--- config.mk ---
export PLATFORM = sky130hd
export DESIGN_NAME = cpu_check_channel
export DESIGN_NICKNAME = d
export VERILOG_FILES = /design/src/rtl/cpu_result_checker_pkg.sv /design/src/rtl/cpu_check_channel.sv
export SDC_FILE = /design/constraint.sdc
export NUM_CORES = 1
export LEC_CHECK = 0
export CAP_MARGIN = 20
export CORE_MARGIN = 2
export CORE_UTILIZATION = 35
export DETAILED_ROUTE_END_ITERATION = 10
export HOLD_SLACK_MARGIN = 0.15
export PLACE_DENSITY = 0.74
export SYNTH_ARGS = -nofsm -noshare
export SYNTH_HDL_FRONTEND = slang
export SYNTH_SLANG_ARGS = --single-unit
--- constraint.sdc ---
create_clock -name clk -period 1.47 [get_ports clk]
set_input_delay 0.294 -clock clk [delete_from_list [all_inputs] [get_ports clk]]
set_output_delay 0.294 -clock clk [all_outputs]
set_load 0.01 [all_outputs]
--- src/rtl/cpu_result_checker_pkg.sv ---
`timescale 1ns / 1ps
`default_nettype none
// +----------------------------------------------------------------------------+
// | cpu_result_checker_pkg                                                      |
// | State encoding and register-file constants shared by the checker and cpu.  |
// | Revision: 1.0                                                               |
// +----------------------------------------------------------------------------+
package cpu_result_checker_pkg;

  typedef enum logic [1:0] {
    ST_IDLE    = 2'd0,
    ST_RUN     = 2'd1,
    ST_COMPARE = 2'd2,
    ST_DONE    = 2'd3
  } state_t;

  localparam int REG_ZERO  = 0;
  localparam int RF_ADDR_W = 5;

endpackage
`default_nettype wire

--- src/rtl/cpu_check_channel.sv ---
`timescale 1ns / 1ps
`default_nettype none
// +----------------------------------------------------------------------------+
// | cpu_check_channel                                                           |
// | One check channel: shadows a single architectural register, flags mismatch.|
// | Revision: 1.0                                                               |
// +----------------------------------------------------------------------------+
module cpu_check_channel
  import cpu_result_checker_pkg::*;
#(
  parameter int ADDR_W = RF_ADDR_W,
  parameter int DATA_W = 32
) (
  input  logic              clk,
  input  logic              rst_n,
  input  logic              load,
  input  logic              cfg_valid,
  input  logic [ADDR_W-1:0] cfg_addr,
  input  logic [DATA_W-1:0] cfg_data,
  input  logic              capture,
  input  logic              rf_we,
  input  logic [ADDR_W-1:0] rf_waddr,
  input  logic [DATA_W-1:0] rf_wdata,
  output logic              mismatch
);

  logic              r_valid;
  logic [ADDR_W-1:0] r_addr;
  logic [DATA_W-1:0] r_exp;
  logic [DATA_W-1:0] r_shadow;
  logic              w_hit;

  // r0 is hardwired to zero in the CPU, so its shadow must never move.
  assign w_hit = capture && rf_we && (rf_waddr == r_addr) &&
                 (rf_waddr != ADDR_W'(REG_ZERO));

  always_ff @(posedge clk) begin
    if (!rst_n) begin
      r_valid  <= 1'b0;
      r_addr   <= '0;
      r_exp    <= '0;
      r_shadow <= '0;
    end else if (load) begin
      r_valid  <= cfg_valid;
      r_addr   <= cfg_addr;
      r_exp    <= cfg_data;
      r_shadow <= '0;
    end else if (w_hit) begin
      r_shadow <= rf_wdata;
    end
  end

  assign mismatch = r_valid && (r_shadow != r_exp);

endmodule
`default_nettype wire

# After elaboration in Yosys (flattened, before gate mapping)
# Index checks and enable logic that the tools add are counted.
totals:
  regBits: 70
  latch_bits: 0
  ram_bits: 0
  rom_bits: 0
  inputBits: 80
  out_inout_bits: 1
  wordCells: 13
  memories: 0
classes:
  n_addsub: 0
  mul: 0
  div_mod_pow: 0
  order_cmp: 0
  eq_ne: 2
  n_shift: 0
  muxes: 0
  n_bitwise: 1
  reduce_logical: 6
op_table:
  columns: ["op", "n"]
  rows:
  - ["$ne 32x32->1", 1]
  - ["$eq 5x5->1", 1]
  - ["$reduce_bool 5->1", 1]
  - ["$logic_and 1x1->1", 4]
  - ["$reduce_or 2->1", 1]
  - ["$not 1->1", 1]

# Logic depth before layout (Yosys ltp)
# Gate-level depths: netlist of the first run.
depth:
  word_depth: 3
  mapped_depth: 6

# Least setup slack after synthesis of the first run
# No wires, ideal clock.
synth_path:
  path_type: "register to register"
  startpoint: "reg r_addr[0]"
  endpoint: "reg r_shadow[11]"
  arrival_time_ns: 1.425
  path_slack_ns: -0.056
  stages_incl_launch_ff: 6
  path_buffers: 1
  synth_period_minus_slack_ns: 1.526
  path_cell_list: "dfxtp_1 -> or4_4 -> a21oi_4 -> buf_4 -> o311ai_1 -> o41ai_1"
synth_via:
  elab_chain_cells: 3
synth_lines:
  columns: ["element", "line", "text"]
  rows:
  - ["from (decl)", "cpu_check_channel.sv:28", "logic [ADDR_W-1:0] r_addr;"]
  - ["from (signal assigned)", "cpu_check_channel.sv:45", "r_addr <= cfg_addr;"]
  - ["$eq 5x5->1", "cpu_check_channel.sv:34", "assign w_hit = capture && rf_we && (rf_waddr == r_addr) &&"]
  - ["$logic_and 1x1->1 (2 in a row)", "cpu_check_channel.sv:34", null]
  - ["to (signal assigned)", "cpu_check_channel.sv:49", "r_shadow <= rf_wdata;"]
  - ["to (decl)", "cpu_check_channel.sv:30", "logic [DATA_W-1:0] r_shadow;"]
# No other way between the ends.
# A chain may end at the register's enable or synchronous reset.

# Worst setup path in the final report of the first run
layout_path:
  startpoint: "reg r_shadow[0]"
  endpoint: "out mismatch"
layout_via:
  elab_chain_cells: 2
layout_lines:
  columns: ["element", "line", "text"]
  rows:
  - ["$ne 32x32->1", "cpu_check_channel.sv:53", "assign mismatch = r_valid && (r_shadow != r_exp);"]
  - ["$logic_and 1x1->1", "cpu_check_channel.sv:53", null]
  - ["to (decl)", "cpu_check_channel.sv:24", "output logic mismatch"]
# No other way between the ends.

==> PnR_summary.wiki, run 1 <==
{| class="wikitable"
! Metric !! Value
|-
| Status || finished with violations
|-
| Violations in the final reports || negative setup slack
|-
| Startpoint of the lowest-slack hold path || load
|-
| Share of the yosys chip area belonging to registers || about 43%
|-
| Final hold viol count || 0
|-
| Initial standard-cell utilization of the core || around 36%
|-
| Total power draw || ~5.2 mW
|-
| Number of placed I/O pins || between 80 and 90
|-
| Total vias in the final route || around 3500
|-
| Syn_nets || 410
|-
| Fraction of synthesis flops using an asynchronous set or reset pin || 0%
|-
| Total GRT Usage || 24.2%
|-
| Tightest slew margin relative to the limit || 74.3%
|-
| Largest cells by area after synthesis || sky130_fd_sc_hd__dfxtp_1 43%, sky130_fd_sc_hd__mux2i_1 12%, sky130_fd_sc_hd__xnor2_1 9.3%, sky130_fd_sc_hd__o41ai_1 8.5%, sky130_fd_sc_hd__o311ai_1 7.5%
|-
| Maximum net fanout on the critical path || 2
|-
| Vias per Instance || 6.01
|-
| Reg-to-reg startpoint || r_addr[1]
|-
| Number of warning messages in the yosys log || 0
|-
| Most common flop cell mapped by yosys || sky130_fd_sc_hd__dfxtp_1
|-
| # hold bufs at CTS || 0
|-
| Sum of overflow across all layers after global routing || 0
|-
| Register share of total power || about two fifths
|-
| Gate family responsible for the most delay along the worst path || simple AND/OR/NAND/NOR gates
|-
| Worst-Margin Slew || slightly below 0.4 ns
|-
| Switching share of power || between 30% and 40%
|-
| Number of global-route vias before repair || 3466
|-
| Proportion of power drawn by combinational gates || approximately 29%
|-
| Synthesized instance count || 330
|-
| Final cycle utilization of the critical path || 142%
|-
| Cell type of the slowest stage on the worst timing path || sky130_fd_sc_hd__dfxtp_1
|-
| Leakage || approximately 2.4 nW
|-
| Shortest clock period the worst path allows after layout || ~2.1 ns
|-
| Critical Setup Path Class || flip-flop to output port
|-
| Sum of net half-perimeters after detailed placement || ~6100 um
|-
| Routed wire length || between 10000 and 15000 um
|-
| Final estimated routing congestion in global placement || ~0.73
|-
| Per-cell routed wire length || around 25 um
|-
| Sw power || 1.59 mW
|-
| Pre-CTS worst setup slack || -0.582 ns
|-
| Area share of the largest cell type after synthesis || roughly 43%
|-
| Nature of the critical path endpoint || output port
|-
| Share of post-route cells with drive strength above 1 || approximately 41%
|-
| Total of endpoints with negative setup slack in the final report || 33
|-
| Global-route wire length before repair || roughly 19000 um
|-
| Data arrival, critical path || 1.79 ns
|-
| Y dimension of the die || between 100 and 150 um
|-
| Achievable frequency || around 0.48 GHz
|-
| Area growth from synthesis to layout || 92.3%
|-
| CTS tree || done
|-
| Req. time, crit path || around 1.2 ns
|-
| Cells along the critical path || xnor2_1 > nand4_1 > nor4_4 > a21boi_2 > buf_2
|-
| Setup crit start kind || flip-flop
|-
| Number of H-tree levels || 3
|-
| Final antenna-violating net count || 0
|-
| Area of the die || between 0.01 and 0.015 mm^2
|-
| Count of flip-flops with a built-in enable after synthesis || 0
|-
| NumNets Final || about 540
|-
| Number of buffers inserted during clock tree synthesis || 9
|-
| Num Clock Sinks || 70
|-
| Non-filler instance count after layout || around 580
|-
| Tightest Hold Check Type || primary input to flip-flop
|-
| P per Cell Area || between 800 and 900 mW/mm^2
|-
| Clock Tree Buf Depth || 2
|-
| IR Drop Worst-Case VDD || around 500 uV
|-
| Synth unique cells || 21
|-
| Total placed cells including tap cells || roughly 530
|-
| Clock transition at the registers of the reported paths || ~0.08 ns
|-
| Number of input and output port buffers inserted || 80
|-
| Pin count of the biggest net entering global routing || 43
|-
| Number of register bits inferred by synthesis || 70
|-
| Post-synth top cells || 70 x sky130_fd_sc_hd__dfxtp_1, 39 x sky130_fd_sc_hd__nor2b_1, 38 x sky130_fd_sc_hd__mux2i_1, 35 x sky130_fd_sc_hd__xnor2_1, 33 x sky130_fd_sc_hd__nand2_1
|-
| Area of the core || roughly 0.0092 mm^2
|-
| Final Max Tran Viols || 0
|-
| Combined buffer and inverter count along the critical path || 1
|-
| Worst clock skew on the final layout || 0.00731 ns
|-
| Worst setup path startpoint || r_shadow[0]
|-
| Max-capacitance violation count || 0
|-
| Average cell area after synthesis || ~10 um^2
|-
| Part of the total power dissipated in the clock network || about a third
|-
| Die Span X || between 100 and 150 um
|-
| First drt pass iteration count || 5
|-
| Clock latency at the later pin of the worst-skew pair || ~0.36 ns
|-
| Number of antenna diodes || 0
|-
| CP peak stage delay || 0.43 ns
|-
| Unrepaired setup endpoints after global routing || true
|-
| Most frequent cell after synthesis || sky130_fd_sc_hd__dfxtp_1
|-
| Placement row count || 35
|-
| Final WS setup || -0.611 ns
|-
| Post-synth top area cell || sky130_fd_sc_hd__dfxtp_1
|-
| Antenna violations before repair || 0
|-
| Root Buffer || sky130_fd_sc_hd__clkbuf_8
|-
| Initial detailed-routing violation count || between 150 and 200
|-
| Synthesized cell area || 0.00329 mm^2
|-
| Internal portion of total power || between 3 and 4 mW
|-
| Number of remaining DRC errors || 0
|}
-- metrics by stage --
stage | util, % | hold WS [ns] | instance area, um^2 | TNS (ns)
after CTS | 62.0 | 0.478 | 5700 | -10.22
final | 68.7 | 0.488 | 6320 | -9.79
after global placement | 48.4 | 0.473 | 4450 | -14.84
after floorplan | - | 0.430 | 3290 | -0.907
after global routing | 68.7 | 0.514 | 6320 | -11.64
after detailed placement | 48.4 | 0.485 | 4450 | -16.06
-- worst min-delay path: stages --
cell	delay, ns
sky130_fd_sc_hd__buf_2	0.12
sky130_fd_sc_hd__nor2b_4	0.06
sky130_fd_sc_hd__buf_12	0.18
sky130_fd_sc_hd__nand2_1	0.08
sky130_fd_sc_hd__o41ai_1	0.05
-- cell usage in the layout (no fill, tap or decap), types with 2 or more instances in the layout --
cell                               n
sky130_fd_sc_hd__clkdlybuf4s50_1  78
sky130_fd_sc_hd__dfxtp_1          53
sky130_fd_sc_hd__mux2i_1          38
sky130_fd_sc_hd__nor2b_1          38
sky130_fd_sc_hd__nand2_1          33
sky130_fd_sc_hd__o311ai_4         31
sky130_fd_sc_hd__buf_4            29
sky130_fd_sc_hd__o41ai_2          26
sky130_fd_sc_hd__xnor2_1          23
sky130_fd_sc_hd__buf_6            17
sky130_fd_sc_hd__dfxtp_2          17
sky130_fd_sc_hd__clkbuf_8         11
sky130_fd_sc_hd__xnor2_2           9
sky130_fd_sc_hd__nand4_1           8
sky130_fd_sc_hd__buf_16            8
sky130_fd_sc_hd__clkbuf_16         8
sky130_fd_sc_hd__buf_12            6
sky130_fd_sc_hd__o41ai_4           5
sky130_fd_sc_hd__xnor2_4           3
sky130_fd_sc_hd__buf_8             3
sky130_fd_sc_hd__clkbuf_1          2
sky130_fd_sc_hd__buf_2             2
-- layer usage --
metal  vias to the layer above  wire length, um  GRT usage [%]
met1                      1711             6060           30.4
met4                         0              597           9.15
li1                       1501                -              -
met3                        52              896           5.34
met5                         -                0              0
met2                       189             7000           40.5
-- layout make-up --
cell class / count / area [um^2]
inverter: 1 / 3.75
fill: 570 / 2870
sequential: 70 / 1420
timing repair buffer: 151 / 1790
multi-input combinational: 226 / 2770
tap: 111 / 139
clock buffer: 13 / 159
clock inverter: 3 / 42.5
-- state kept, by name (all words and copies together), names as in the netlist --
name / cells
r_addr: 5
r_exp: 32
r_shadow: 32
r_valid: 1
-- logic make-up (layout without fill, tap and decap cells) --
family | count (synthesis) | count (layout) | synth area share (%)
DFF | 70 | 70 | 42.6
xor gates and xnor gates | 36 | 36 | 9.59
muxes | 38 | 38 | 11.6
buffers and inverters | 35 | 168 | 4.60
and+or+nand+nor | 84 | 85 | 13.6
AOI/OAI and AO/OA | 67 | 67 | 18.0
-- worst paths after layout --
check	endpoint	slack, ns	depth (start not counted)
max reg2reg	r_shadow[25]	-0.37	7
max	mismatch	-0.61	5
min reg2reg	r_shadow[4]	0.51	2
min	r_shadow[7]	0.49	5
-- power by group through the flow --
| stage | Combinational [mW] | Sequential, mW | Clock [mW] |
|---|---|---|---|
| global placement | 0.773 | 2.05 | 0 |
| detailed placement | 0.781 | 2.05 | 0 |
| CTS | 1.16 | 2.01 | 1.60 |
| global route | 1.54 | 2.02 | 1.74 |
| finish | 1.49 | 2.02 | 1.67 |
| floorplan | 0.379 | 2.04 | 0 |
-- repair_timing --
item | in CTS | in global routing
pin swaps | 31 | 41
gates cloned | 9 | 9
setup endpoints to repair | 33 | 33
resized for setup | 123 | 72
setup buffers | 17 | 10
No activity file was read; power rests on OpenSTA's default activity.
==> run 2, diff against run 1 <==
--- a/config.mk
+++ b/config.mk
@@ -8,9 +8,12 @@
 export CAP_MARGIN = 20
 export CORE_MARGIN = 2
 export CORE_UTILIZATION = 35
+export CTS_CLUSTER_SIZE = 12
 export DETAILED_ROUTE_END_ITERATION = 10
 export HOLD_SLACK_MARGIN = 0.15
+export MAX_ROUTING_LAYER = met4
 export PLACE_DENSITY = 0.74
+export SLEW_MARGIN = 0
 export SYNTH_ARGS = -nofsm -noshare
 export SYNTH_HDL_FRONTEND = slang
 export SYNTH_SLANG_ARGS = --single-unit
==> run 2 against run 1 <==
  * The run still ends with negative setup slack left
  * Routed wire length fell by 0.19%
  * Total power increased by 0.72%
  * Clock skew rose by 0.0024 ns
  * Clock power about the same
  * Sequential power hardly changed
  * Critical path depth unchanged
  * Sequential share of layout area barely moved
  * Final cell count stayed put
  * Setup slack better by 0.016 ns
==> PnR_summary.wiki, run 2 (same netlist as run 1, synthesis figures left out) <==
{| class="wikitable"
! Metric !! Value
|-
| Total of endpoints with negative setup slack in the final report || 33
|-
| Antenna violations before repair || 0
|-
| Share of post-route cells with drive strength above 1 || between 40% and 50%
|-
| CTS tree || done
|-
| Total GRT Usage || 24.9%
|-
| Sw power || 1.62 mW
|-
| Root Buffer || sky130_fd_sc_hd__clkbuf_8
|-
| DR WL met2 || between 7000 and 8000 um
|-
| Final estimated routing congestion in global placement || between 0.7 and 0.8
|-
| Worst clock skew on the final layout || a little under 0.01 ns
|-
| Top layer reached by signal wires || met4
|-
| Req. time, crit path || 1.18 ns
|-
| Final cell utilization of the core || ~70%
|-
| Total vias in the final route || around 3500
|-
| Number of antenna diodes || 0
|-
| Initial standard-cell utilization of the core || a little over a third
|-
| Achievable frequency || just under 0.5 GHz
|-
| Worst-Margin Slew || between 0.3 and 0.4 ns
|-
| Global-route wire length before repair || ~19000 um
|-
| Shortest clock period the worst path allows after layout || 2.06 ns
|-
| Length in cells of the worst reg-to-reg path || 7
|-
| Final WS setup || -0.594 ns
|-
| Tightest Hold Check Type || primary input to flip-flop
|-
| Final antenna-violating net count || 0
|-
| Final Max Tran Viols || 0
|-
| Clock transition at the registers of the reported paths || roughly 0.090 ns
|-
| Number of buffers inserted during clock tree synthesis || 9
|-
| Startpoint of the lowest-slack hold path || load
|-
| Pin count of the biggest net entering global routing || 43
|-
| Area growth from synthesis to layout || 92.7%
|-
| Tightest slew margin relative to the limit || 75.3%
|-
| Sum of overflow across all layers after global routing || 0
|-
| Status || finished with violations
|-
| Reg-to-Reg End || r_shadow[25]
|-
| Y dimension of the die || approximately 100 um
|-
| Initial detailed-routing violation count || 208
|-
| Area of the core || 0.00920 mm^2
|-
| Number of remaining DRC errors || 0
|-
| Switching share of power || between 30% and 40%
|-
| Internal reg-to-reg setup slack || -0.37 ns
|-
| Most frequent standard cell in the layout excluding fill and tap cells || sky130_fd_sc_hd__clkdlybuf4s50_1
|-
| Number of H-tree levels || 3
|-
| Setup crit start kind || flip-flop
|-
| Clock Tree Buf Depth || 2
|-
| Setup TNS || -9.32 ns
|-
| Number of global-route vias before repair || between 3000 and 4000
|-
| Proportion of power drawn by combinational gates || 28.7%
|-
| Largest registers || r_exp x32, r_shadow x32, r_addr x5
|-
| # hold bufs at CTS || 0
|-
| Number of placed I/O pins || 81
|-
| Routed wire length || between 10000 and 15000 um
|-
| Pre-CTS worst setup slack || -0.582 ns
|-
| Final cycle utilization of the critical path || 140%
|-
| Number of input and output port buffers inserted || 80
|-
| Data arrival, critical path || about 1.8 ns
|-
| Worst hold slack across all endpoints || about 0.50 ns
|-
| Met1 layer wirelength in the final routing || 5930 um
|-
| Met3 WL post-DR || a little under 1000 um
|-
| Register share of total power || 38.8%
|-
| Vias per Instance || 6.07
|-
| Leakage || 2.42 nW
|-
| Num Clock Sinks || 70
|-
| Maximum net fanout on the critical path || 2
|-
| Unrepaired setup endpoints after global routing || true
|-
| Clock latency at the later pin of the worst-skew pair || ~0.37 ns
|-
| Violations in the final reports || negative setup slack
|-
| Worst setup path startpoint || r_shadow[24]
|-
| P per Cell Area || about 820 mW/mm^2
|-
| Per-cell routed wire length || around 25 um
|-
| NumNets Final || ~540
|-
| IR Drop Worst-Case VDD || 509 uV
|-
| Reg-to-reg startpoint || r_addr[1]
|-
| Nature of the critical path endpoint || output port
|-
| Worst Hold Path EP || r_shadow[4]
|-
| Internal portion of total power || about 3.6 mW
|-
| Die Span X || 101 um
|-
| Part of the total power dissipated in the clock network || between 30% and 40%
|-
| Final hold viol count || 0
|-
| Area of the die || about 0.01 mm^2
|-
| Critical Setup Path Class || flip-flop to output port
|-
| Sum of net half-perimeters after detailed placement || slightly above 6000 um
|-
| Number of cells on the worst hold path || 5
|-
| Max-capacitance violation count || 0
|-
| First drt pass iteration count || 5
|-
| Placement row count || 35
|-
| Commonest non-fill, non-tap cells in the layout || 78 x sky130_fd_sc_hd__clkdlybuf4s50_1, 52 x sky130_fd_sc_hd__dfxtp_1, 38 x sky130_fd_sc_hd__mux2i_1, 38 x sky130_fd_sc_hd__nor2b_1, 33 x sky130_fd_sc_hd__nand2_1
|}
run 2: cell types whose count changed in the layout (fill, tap and decap cells not counted):
cell / previous run / this run
sky130_fd_sc_hd__nand3_4: 1 / 2
sky130_fd_sc_hd__buf_6: 17 / 18
sky130_fd_sc_hd__dfxtp_2: 17 / 18
sky130_fd_sc_hd__dfxtp_1: 53 / 52
sky130_fd_sc_hd__buf_4: 29 / 28
sky130_fd_sc_hd__nand3_2: 1 / 0
run 2: repair_timing:
action	in CTS	in global routing
pin swaps	31	42
resized for setup	123	75
gates cloned	9	9
endpoints found under the setup margin	33	33
buffers inserted	17	10
run 2: stage by stage:
stage	instances	cell area, um^2	power (mW)
2_1_floorplan	330	3290	2.42
3_3_place_gp	525	4450	2.82
3_5_place_dp	525	4450	2.83
4_1_cts	565	5700	4.77
5_1_grt	575	6330	5.33
6_report	575	6330	5.21
run 2: how the worst max path moves through the flow:
stage              endpoint  slack (ns)  depth (start not counted)
5_1_grt            mismatch       -0.64                          5
3_3_place_gp       mismatch       -0.62                          6
4_1_cts            mismatch       -0.43                          5
2_1_floorplan  r_shadow[11]       -0.03                          5
3_5_place_dp       mismatch       -0.58                          6
6_report           mismatch       -0.59                          5
run 2: final cells by class:
cell class / count / area [um^2]
repair buffers: 151 / 1790
fillers: 570 / 2860
multi-input cells: 226 / 2780
clock inverters: 3 / 42.5
clock buffers: 13 / 159
flip-flops and latches: 70 / 1420
inverters: 1 / 3.75
well taps: 111 / 139
run 2: power by group through the flow:
stage	logic (mW)	clock network (mW)	registers, mW
finish	1.50	1.69	2.02
floorplan	0.379	0	2.04
global route	1.55	1.76	2.02
detailed placement	0.781	0	2.05
global placement	0.773	0	2.05
CTS	1.16	1.60	2.01
run 2: worst max-delay path: stages, from the launching register on:
cell and delay (ns):
sky130_fd_sc_hd__dfxtp_2 0.37, sky130_fd_sc_hd__xnor2_2 0.18, sky130_fd_sc_hd__nand4_1 0.17, sky130_fd_sc_hd__nor4_4 0.37, sky130_fd_sc_hd__a21boi_2 0.14, sky130_fd_sc_hd__buf_2 0.17
run 2: layer usage:
| layer | vias to the layer above | global-route usage, % |
|---|---|---|
| li1 | 1502 | - |
| met2 | 217 | 40.4 |
| met3 | 54 | 4.99 |
| met1 | 1717 | 30.7 |
| met5 | - | - |
| met4 | 0 | 9.15 |
